<file path="src/rtl/ir_prefetch_queue.sv">
// Instruction prefetch queue: DEPTH-entry first-word-fall-through FIFO between fetch and
// decode, with edge/level load qualification, write pulse, sticky overflow and flush.
module ir_prefetch_queue #(
   parameter int unsigned DATA_W    = 16,
   parameter int unsigned DEPTH     = 4,
   parameter int unsigned EDGE_LOAD = 1,
   localparam int unsigned CNT_W    = $clog2(DEPTH) + 1
) (
   input  logic              CLK,
   input  logic              RST_N,
   input  logic              load,
   input  logic [DATA_W-1:0] inst_in,
   output logic              load_ready,
   input  logic              issue,
   output logic [DATA_W-1:0] inst_out,
   output logic              inst_valid,
   input  logic              flush,
   output logic              flag,
   output logic              full,
   output logic              empty,
   output logic [CNT_W-1:0]  count,
   output logic              overflow
);

   localparam int unsigned PTR_W = $clog2(DEPTH);

   logic [DATA_W-1:0] mem [DEPTH];
   logic [PTR_W-1:0]  rd_ptr;
   logic [PTR_W-1:0]  wr_ptr;
   logic              load_d;
   logic              wreq;
   logic              push;
   logic              pop;

   assign wreq  = (EDGE_LOAD != 0) ? (load & ~load_d) : load;
   assign full  = (count == CNT_W'(DEPTH));
   assign empty = (count == '0);
   assign push  = wreq & ~full & ~flush;
   assign pop   = issue & ~empty & ~flush;

   assign load_ready = ~full;
   assign inst_valid = ~empty;
   assign inst_out   = empty ? '0 : mem[rd_ptr];

   // Storage is deliberately left out of reset; empty masks stale contents.
   always_ff @(posedge CLK) begin
      if (push) begin
         mem[wr_ptr] <= inst_in;
      end
   end

   always_ff @(posedge CLK) begin
      if (!RST_N) begin
         rd_ptr   <= '0;
         wr_ptr   <= '0;
         count    <= '0;
         flag     <= 1'b0;
         overflow <= 1'b0;
         load_d   <= 1'b0;
      end else begin
         load_d <= load;
         if (flush) begin
            rd_ptr   <= '0;
            wr_ptr   <= '0;
            count    <= '0;
            flag     <= 1'b0;
            overflow <= 1'b0;
         end else begin
            flag <= push;
            if (wreq && full) begin
               overflow <= 1'b1;
            end
            if (push) begin
               wr_ptr <= wr_ptr + 1'b1;
            end
            if (pop) begin
               rd_ptr <= rd_ptr + 1'b1;
            end
            case ({push, pop})
               2'b10:   count <= count + 1'b1;
               2'b01:   count <= count - 1'b1;
               default: count <= count;
            endcase
         end
      end
   end

endmodule

</file>
<file path="config.mk">
export PLATFORM = sky130hd
export DESIGN_NAME = ir_prefetch_queue
export DESIGN_NICKNAME = d
export VERILOG_FILES = /design/src/rtl/ir_prefetch_queue.sv
export SDC_FILE = /design/constraint.sdc
export NUM_CORES = 1
export LEC_CHECK = 0
export BUFFER_PORTS_ARGS = -buffer_cell sky130_fd_sc_hd__buf_2
export CORE_MARGIN = 4
export CORE_UTILIZATION = 60
export DETAILED_ROUTE_END_ITERATION = 8
export PLACE_DENSITY = 0.79
export SLEW_MARGIN = 0
export SYNTH_ARGS = -nofsm -noshare
export SYNTH_HDL_FRONTEND = slang
export SYNTH_SLANG_ARGS = --single-unit
</file>
<file path="constraint.sdc">
create_clock -name CLK -period 6.25 [get_ports CLK]
set_input_delay 0.625 -clock CLK [delete_from_list [all_inputs] [get_ports CLK]]
set_output_delay 0.625 -clock CLK [all_outputs]
set_load 0.05 [all_outputs]
</file>
==> impl_metrics.json <==
{
  "multi_input_area_sq_um": 779,
  "wl_microns": 5140,
  "max_slew_margin_pct": 28.4,
  "hold_path.class": "register to register",
  "area_growth_pct": 15.2,
  "regArea_sq_um": 2160,
  "routabilityCongestion": 0.756,
  "clkSinkCount": 76,
  "die_area_sq_um": 6250,
  "cts_buffers": 9,
  "period_needed_ns": 2.97,
  "h-tree-depth": 3,
  "netlist_area_sq_um": 3030,
  "viasPerCell": 5.42,
  "syn_nets": 194,
  "antenna_left": 0,
  "fin_setup_tns_ns": 0,
  "fin_ws_ns": 3.28,
  "post_drt_wl_per_cell_microns": 17.8,
  "crit_end": "inst_out[5]",
  "hold_viol": 0,
  "cts_tree": "built",
  "cp_max_fo": 16,
  "clkSlewWorstSetupHoldPaths_ns": 0.07,
  "portBuffers": 45,
  "rrSetupSlack_ns": 3.81,
  "final_layout_size_suffix_gt1_share_pct": 35.6,
  "netlist.area_leader.share_pct": 63.4,
  "cp.arrival_ns": 2.34,
  "grt_antenna_before_repair": 0,
  "fin_skew_ns": 0.00477,
  "cts_resized": 0,
  "pwr-share-clk_pct": 37.3,
  "rsz0062_at_grt": "no",
  "report.final.slew_viol_count": 0,
  "dp_cells": 273,
  "ys_warn_count": 0,
  "p_sw_mw": 0.190,
  "hpwl_microns": 3510,
  "powerDensity_nw_per_um2": 278,
  "dr.first_iter.drc_count": 91,
  "vdd_drop_max_mv": 0.250,
  "clk_latency_ns": 0.32,
  "hold_buffers": 0,
  "grt_pass1_wl_microns": 8630,
  "dieHeight_microns": 79.1,
  "ys_seq_area_share_pct": 71.4,
  "max_freq_ghz": 0.337,
  "r2r_start": "count[2]$_SDFFE_PP0P_",
  "firstDrtPassIters": 4,
  "num_rows": 25,
  "layout.nets": 244,
  "p_int_mw": 0.780,
  "required_ns": 5.62,
  "n_antenna_cell": 0,
  "finalHoldWorstSlack_ns": 0.485,
  "cts_setup_buffers": 0,
  "n_fill_cell": 309,
  "vias": 1566,
  "switching_share_pct": 19.6,
  "gr-usage-all-layers_pct": 18.7,
  "finalSetupViolations": 0,
  "p_total_mw": 0.970,
  "timing.final.crit_share_pct": 47.5,
  "r2r_end": "count[2]$_SDFFE_PP0P_",
  "ys_seq_elements": 76,
  "synth.distinct_cells": 30,
  "syn-instance-count": 167,
  "combPwrFrac_pct": 5.2,
  "r2r_cells": 10,
  "critPathCaptureType": "primary output",
  "grt_overflow_total": 0,
  "outcome": "complete, no violations",
  "fp.coreArea_sq_um": 4820,
  "path_class": "register to primary output",
  "ioPinCount": 46,
  "clockBufferDepth": 2,
  "grt_max_degree": 21,
  "p_leak_nw": 1.24,
  "critPathLaunchType": "register",
  "finalNonFillerCells": 289,
  "first_global_vias": 1711,
  "max_cap_viol_count": 0,
  "drc_errors": 0,
  "fp.dieW_microns": 79.1,
  "start_util_pct": 62.9,
  "synth_top_area_cell": "edfxtp_1",
  "preCtsSetupSlack_ns": 3.56,
  "avgSynthCellArea_sq_um": 18.1,
  "seqPwrFrac_pct": 57.6,
  "ys_top_cells_by_area": "edfxtp_1 (63%), mux4_2 (12%), dfxtp_1 (7.9%)",
  "root_buffer": "clkbuf_8",
  "worstMarginPinSlew_ns": 1.07
}
-- worst min-delay path by stage --
| stage | startpoint | end | slack (ns) | cells past startpoint |
|---|---|---|---|---|
| 2_1_floorplan | rd_ptr[1]$_SDFFE_PP0P_ | register | 0.46 | 2 |
| 3_5_place_dp | overflow$_SDFFE_PP0P_ | overflow$_SDFFE_PP0P_ | 0.48 | 1 |
| 5_1_grt | inst_in[5] | mem[1][5]$_DFFE_PP_ | 0.49 | 1 |
| 6_report | overflow$_SDFFE_PP0P_ | overflow$_SDFFE_PP0P_ | 0.49 | 1 |
| 4_1_cts | overflow$_SDFFE_PP0P_ | overflow$_SDFFE_PP0P_ | 0.50 | 1 |
| 3_3_place_gp | overflow$_SDFFE_PP0P_ | overflow$_SDFFE_PP0P_ | 0.45 | 1 |
-- worst max-delay path: stages, from the launching register on --
cell	delay [ns]
dfxtp_1	1.03
mux4_2	0.62
nor2b_1	0.15
buf_2	0.22
-- registers in the layout (all words and copies together), names as in the netlist, named ones only --
register,count
count,3
rd_ptr,2
overflow,1
mem,64
flag,1
load_d,1
wr_ptr,2
-- stage by stage --
| step | area [sq um] | utilization (%) |
|---|---|---|
| 2_1_floorplan | 3030 | - |
| 3_3_place_gp | 3290 | 68.4 |
| 3_5_place_dp | 3290 | 68.4 |
| 4_1_cts | 3490 | 72.4 |
| 5_1_grt | 3490 | 72.4 |
| 6_report | 3490 | 72.4 |
-- power groups by stage --
| stage | Sequential, mW | Combinational, mW | Clock (mW) |
|---|---|---|---|
| 3_5_place_dp | 0.570 | 0.0505 | 0 |
| 5_1_grt | 0.559 | 0.0544 | 0.396 |
| 4_1_cts | 0.559 | 0.0507 | 0.369 |
| 3_3_place_gp | 0.569 | 0.0476 | 0 |
| 2_1_floorplan | 0.570 | 0.0303 | 0 |
| 6_report | 0.559 | 0.0500 | 0.361 |
-- layout make-up --
type	instances	area share, %
Clock inverter	1	0.861
Sequential cell	76	62.0
Clock buffer	15	4.77
Tap cell	67	2.40
Timing Repair Buffer	46	6.67
Inverter	8	1.00
Multi-Input combinational cell	76	22.3
-- cell usage after synthesis, drive strengths merged --
| cell type | number |
|---|---|
| a21oi | 3 |
| clkbuf | 1 |
| nand2 | 2 |
| o21ai | 3 |
| mux4 | 16 |
| or3b | 1 |
| xor2 | 3 |
| o31ai | 2 |
| or3 | 2 |
| dfxtp | 12 |
| nor2 | 7 |
| nand4 | 2 |
| buf | 6 |
| inv | 7 |
| edfxtp | 64 |
| ha | 5 |
| fa | 1 |
| nor3b | 1 |
| nand2b | 2 |
| clkinv | 1 |
| nor2b | 17 |
| o21a | 1 |
| and2 | 1 |
| and3 | 5 |
| nor3 | 2 |
-- placed cells by master (no fill, tap or decap) --
| cell | n |
|---|---|
| dfxtp_1 | 12 |
| edfxtp_1 | 64 |
| buf_4 | 1 |
| nand2b_1 | 2 |
| o21a_1 | 1 |
| clkbuf_1 | 4 |
| ha_1 | 5 |
| or3_1 | 2 |
| a21oi_1 | 3 |
| and3_2 | 1 |
| or3b_1 | 1 |
| o31ai_2 | 1 |
| nand2_1 | 2 |
| xor2_1 | 3 |
| fa_1 | 1 |
| o31ai_1 | 1 |
| nand4_1 | 2 |
| clkinv_4 | 1 |
| inv_1 | 7 |
| nor3b_1 | 1 |
| clkbuf_8 | 11 |
| o21ai_0 | 3 |
| buf_2 | 45 |
| and2_1 | 1 |
| nor2_1 | 7 |
| nor2b_1 | 17 |
| nor3_2 | 2 |
| mux4_2 | 16 |
| and3_1 | 4 |
| bufinv_16 | 1 |
-- per-layer routing --
metal,share of wire (%),vias to the layer above,GRT usage (%)
met5,0,-,0
met4,1.2,0,6.36
met2,54,48,31.6
met1,40,776,23.6
li1,-,734,-
met3,4.6,8,4.88
-- kinds of logic after synthesis --
group | after synthesis | synth area share [%]
XOR/XNOR | 3 | 0.868
flip-flops | 76 | 71.4
AO/OA/AOI/OAI | 9 | 1.90
buffers and inverters | 15 | 3.06
adder cells (fa/ha/maj) | 6 | 2.73
AND/OR/NAND/NOR | 42 | 8.18
multiplexers | 16 | 11.9
No activity file was read; power rests on OpenSTA's default activity.
